`config.mk`:
```
export PLATFORM = sky130hd
export DESIGN_NAME = enc_onehot2bin
export DESIGN_NICKNAME = d
export VERILOG_FILES = /design/src/rtl/enc_pkg.sv /design/src/rtl/onehot_check.sv /design/src/rtl/enc_onehot2bin.sv
export SDC_FILE = /design/constraint.sdc
export NUM_CORES = 1
export LEC_CHECK = 0
export CAP_MARGIN = 20
export CORE_MARGIN = 2
export CORE_UTILIZATION = 35
export DETAILED_ROUTE_END_ITERATION = 7
export GPL_ROUTABILITY_DRIVEN = 0
export PLACE_DENSITY_LB_ADDON = 0.2
export SYNTH_ARGS = -nofsm -noshare
export SYNTH_HDL_FRONTEND = slang
export SYNTH_HIERARCHICAL = 1
export SYNTH_SLANG_ARGS = --single-unit
```
`constraint.sdc`:
```
create_clock -name clk -period 2.4 [get_ports clk]
set_input_delay 0.48 -clock clk [delete_from_list [all_inputs] [get_ports clk]]
set_output_delay 0.48 -clock clk [all_outputs]
set_load 0.005 [all_outputs]
```
`src/rtl/enc_pkg.sv`:
```
// Shared widths, codes and types for the one-hot to binary encoder.
package enc_pkg;

    localparam int unsigned ONEHOT_W = 15;
    localparam int unsigned BIN_W    = 4;
    localparam logic [BIN_W-1:0] CODE_NONE = 4'hF;

    typedef logic [BIN_W-1:0] bin_t;

    // One buffered word: encoded index plus its not-one-hot flag.
    typedef struct packed {
        bin_t idx;
        logic err;
    } entry_t;

    typedef enum logic [1:0] {EMPTY, ONE, FULL} skid_state_t;

endpackage

```
`src/rtl/onehot_check.sv`:
```
// Combinational one-hot encoder: lowest set bit index, flags multi-hot words.
module onehot_check
    import enc_pkg::*;
(
    input  logic [ONEHOT_W-1:0] in_i,
    output bin_t                idx_o,
    output logic                err_o
);

    always_comb begin
        idx_o = CODE_NONE;
        // Scan downwards so the lowest set bit is the last to win.
        for (int i = ONEHOT_W - 1; i >= 0; i--) begin
            if (in_i[i]) begin
                idx_o = bin_t'(i);
            end
        end
        err_o = |(in_i & (in_i - 1'b1));
    end

endmodule

```
`src/rtl/enc_onehot2bin.sv`:
```
// Registered one-hot to binary encoder behind a 2-entry skid buffer.
// Error counter is built only when ENC_ONEHOT2BIN_ERRCNT_EN is defined.
module enc_onehot2bin
    import enc_pkg::*;
(
    input  logic                clk,
    input  logic                rst,
    input  logic                in_valid,
    input  logic [ONEHOT_W-1:0] in,
    output logic                in_ready,
    output logic                out_valid,
    output logic [BIN_W-1:0]    out,
    output logic                out_err,
    input  logic                out_ready,
    input  logic                err_clr,
    output logic [7:0]          err_count
);

    skid_state_t state_q, state_d;
    entry_t      head_q, head_d;
    entry_t      skid_q, skid_d;
    entry_t      enc;
    logic        push, pop;

    onehot_check u_check (
        .in_i  (in),
        .idx_o (enc.idx),
        .err_o (enc.err)
    );

    assign in_ready  = !rst && (state_q != FULL);
    assign out_valid = !rst && (state_q != EMPTY);
    assign out       = head_q.idx;
    assign out_err   = head_q.err;

    assign push = in_valid && in_ready;
    assign pop  = out_valid && out_ready;

    always_comb begin
        state_d = state_q;
        head_d  = head_q;
        skid_d  = skid_q;
        unique case (state_q)
            EMPTY: begin
                if (push) begin
                    head_d  = enc;
                    state_d = ONE;
                end
            end
            ONE: begin
                if (push && pop) begin
                    head_d = enc;
                end else if (push) begin
                    skid_d  = enc;
                    state_d = FULL;
                end else if (pop) begin
                    state_d = EMPTY;
                end
            end
            FULL: begin
                if (pop) begin
                    head_d  = skid_q;
                    state_d = ONE;
                end
            end
            default: state_d = EMPTY;
        endcase
    end

    always_ff @(posedge clk) begin
        if (rst) begin
            state_q <= EMPTY;
            head_q  <= '{idx: CODE_NONE, err: 1'b0};
            skid_q  <= '{idx: CODE_NONE, err: 1'b0};
        end else begin
            state_q <= state_d;
            head_q  <= head_d;
            skid_q  <= skid_d;
        end
    end

`ifdef ENC_ONEHOT2BIN_ERRCNT_EN
    logic [7:0] err_q, err_d;

    // Clear takes priority over a coincident error transfer.
    always_comb begin
        err_d = err_q;
        if (err_clr) begin
            err_d = 8'd0;
        end else if (push && enc.err && (err_q != 8'hFF)) begin
            err_d = err_q + 8'd1;
        end
    end

    always_ff @(posedge clk) begin
        if (rst) begin
            err_q <= 8'd0;
        end else begin
            err_q <= err_d;
        end
    end

    assign err_count = err_q;
`else
    logic unused_err_clr;
    assign unused_err_clr = err_clr;
    assign err_count      = 8'd0;
`endif

endmodule
```
==> impl_metrics.tcl <==
set metrics [dict create \
    initial_utilization 0.3682 \
    p_seq_frac 0.399 \
    ys.flop_type "dfxtp_1" \
    h-tree-depth 1 \
    netlist.area_leader.share 0.2634 \
    netSwitchingFraction 0.2741 \
    vias_per_cell 5.000 \
    place_inst 180 \
    vdd_drop_max_uv 310.1 \
    synth_seq_cells 12 \
    layout-drive-gt1-share 0.2143 \
    rows 18 \
    cts_buffer_depth 2 \
    setup_viol_count_final 0 \
    switchingPower_uw 150.6 \
    yosys.area.top_type "dfxtp_1" \
    detail-route-antenna-nets 0 \
    ios 35 \
    finalWirelength_um 2035 \
    yosysMostFrequentCell "nor2_1" \
    power_density_nw_per_um2 416.9 \
    drc 0 \
    cts_resized 0 \
    clock-root-buffer "clkbuf_4" \
    wl_per_cell_um 11.06 \
    status "finished, final reports clean" \
    synth_edf_count 0 \
    arrival_ns 2.37 \
    utilization 0.5318 \
    finClkSkew_ns 0.001014 \
    numCtsBuffers 3 \
    synth-async-reset-ratio 0 \
    path_class "in -> reg" \
    drt_iter0_drc 15 \
    die_h_um 55.05 \
    hold_violations 0 \
    num-fill-cells 246 \
    die_x_um 55.05 \
    antenna_found_initial 0 \
    crit_fanout 4 \
    cts_sinks 12 \
    drv_slew 0 \
    p_int_uw 398.7 \
    grt_max_degree 10 \
    grt_first_pass_wirelength_um 3422 \
    rsz0062_at_grt "no" \
    worst_slack_ns 0.1912 \
    clock.fmax_mhz 452.7 \
    tritoncts "yes" \
    syn_inst 112 \
    clkPwrFrac 0.310 \
    cts_setup_buffers 0 \
    nNetsFinal 175 \
    grt.total_usage 0.1534 \
    grt_pass1_vias 795 \
    post-route-period-util 0.9203 \
    cp-end-kind "register" \
    clk_pin_slew_worst_paths_ns 0.08 \
    syn_to_final_growth_pct 44.44 \
    required_ns 2.56 \
    place_ws_ns -0.1119 \
    core_um2 2477 \
    power.total_uw 549.3 \
    startpoint_type "primary input" \
    syn_area_um2 912.1 \
    clk_latency_ns 0.28 \
    num_vias 920 \
    avgSynthCellArea_um2 8.144 \
    p_leak_nw 0.5226 \
    synthTopCellsByCount "nor2_1, dfxtp_1, buf_4" \
    yosysSeqAreaShare 0.2634 \
    first_pass_iters 4 \
    grt-ovfl-total 0 \
    numPortBuffers 25 \
    diodes 0 \
    min_path_type "reg -> reg" \
    max-cap-violations 0 \
    pwr-share-comb 0.291 \
    ctsHoldBuffers 0 \
    dpl.hpwl_um 1596 \
    yosysUniqueCellTypes 33 \
    dieArea_um2 3031 \
    synth_warnings 6 \
    period_needed_ns 2.209 \
    ys_top_cells_by_area "dfxtp_1, mux2i_1, buf_4, nor2_1, mux2_2" \
    stdcell_count 184 \
]
worst max-delay path, cell delays in order:
cell,delay (ns)
clkdlybuf4s50_1,0.42
or4_4,0.57
nor4_1,0.28
nor3_1,0.10
a211oi_1,0.17
nand3_1,0.13
mux2i_1,0.14
a211oi_1,0.08
registers in the layout (all words and copies together) (netlist names):
register and flops:
state_q 2, out 4, out_err 1, skid_q 5
final cells by class:
| cell class | count | area, µm² | area share |
|---|---|---|---|
| well taps | 30 | 37.54 | 0.02849 |
| repair buffers | 41 | 370.4 | 0.2811 |
| clock buffers | 4 | 36.28 | 0.02754 |
| inverters | 4 | 15.01 | 0.01140 |
| flip-flops and latches | 12 | 240.2 | 0.1823 |
| multi-input cells | 93 | 618.1 | 0.4691 |
layout by cell type (no fill, tap or decap), types with 5 or more instances in the layout:
cell / netlist / routed
a21oi_1: 6 / 6
clkdlybuf4s50_1: 0 / 25
conb_1: 1 / 8
nand2b_1: 6 / 6
mux2i_1: 7 / 7
nor2_1: 14 / 14
a211oi_1: 5 / 5
buf_4: 9 / 16
dfxtp_1: 12 / 12
nor2b_1: 6 / 6
nor3_1: 7 / 7
routing by layer:
layer / up-vias / global-route usage / part of all wire
met4: 0 / 0.02439 / 0.0069
met2: 26 / 0.2679 / 0.49
met5: - / 0 / 0
met1: 417 / 0.1916 / 0.46
met3: 3 / 0.04032 / 0.046
li1: 474 / - / -
metrics by stage:
stage	hold WS [ns]	area [µm²]	TNS, ns
floorplan	0.4596	938.4	0
global placement	0.4648	1275	-0.1554
detailed placement	0.4652	1275	-0.1730
CTS	0.4876	1311	0
global route	0.5197	1318	0
finish	0.4849	1318	0
cell families (layout without fill, tap and decap cells):
group	count (synthesis)	in the layout	synth area share
AO/OA/AOI/OAI	23	23	0.1742
adder cells (fa/ha/maj)	2	2	0.02195
AND/OR/NAND/NOR	49	49	0.3155
other	1	8	0.004111
buffers and inverters	14	49	0.09464
multiplexers	11	11	0.1262
flip-flops	12	12	0.2634
final timing paths:
path               end        from  slack [ns]  cells past startpoint
max            out_err       in[2]        0.19                      8
min             out[2]      out[2]        0.48                      2
max reg2reg  skid_q[2]  state_q[0]        0.94                      4
min reg2reg     out[2]      out[2]        0.48                      2
power groups by stage:
stage                     clock network (mW)  registers [mW]  logic (mW)
after floorplan                            0           0.224      0.0765
after global placement                     0           0.223       0.156
after detailed placement                   0           0.224       0.158
after CTS                              0.175           0.220       0.159
after global routing                   0.178           0.221       0.179
final                                  0.170           0.219       0.160
No activity file was read; power rests on OpenSTA's default activity.
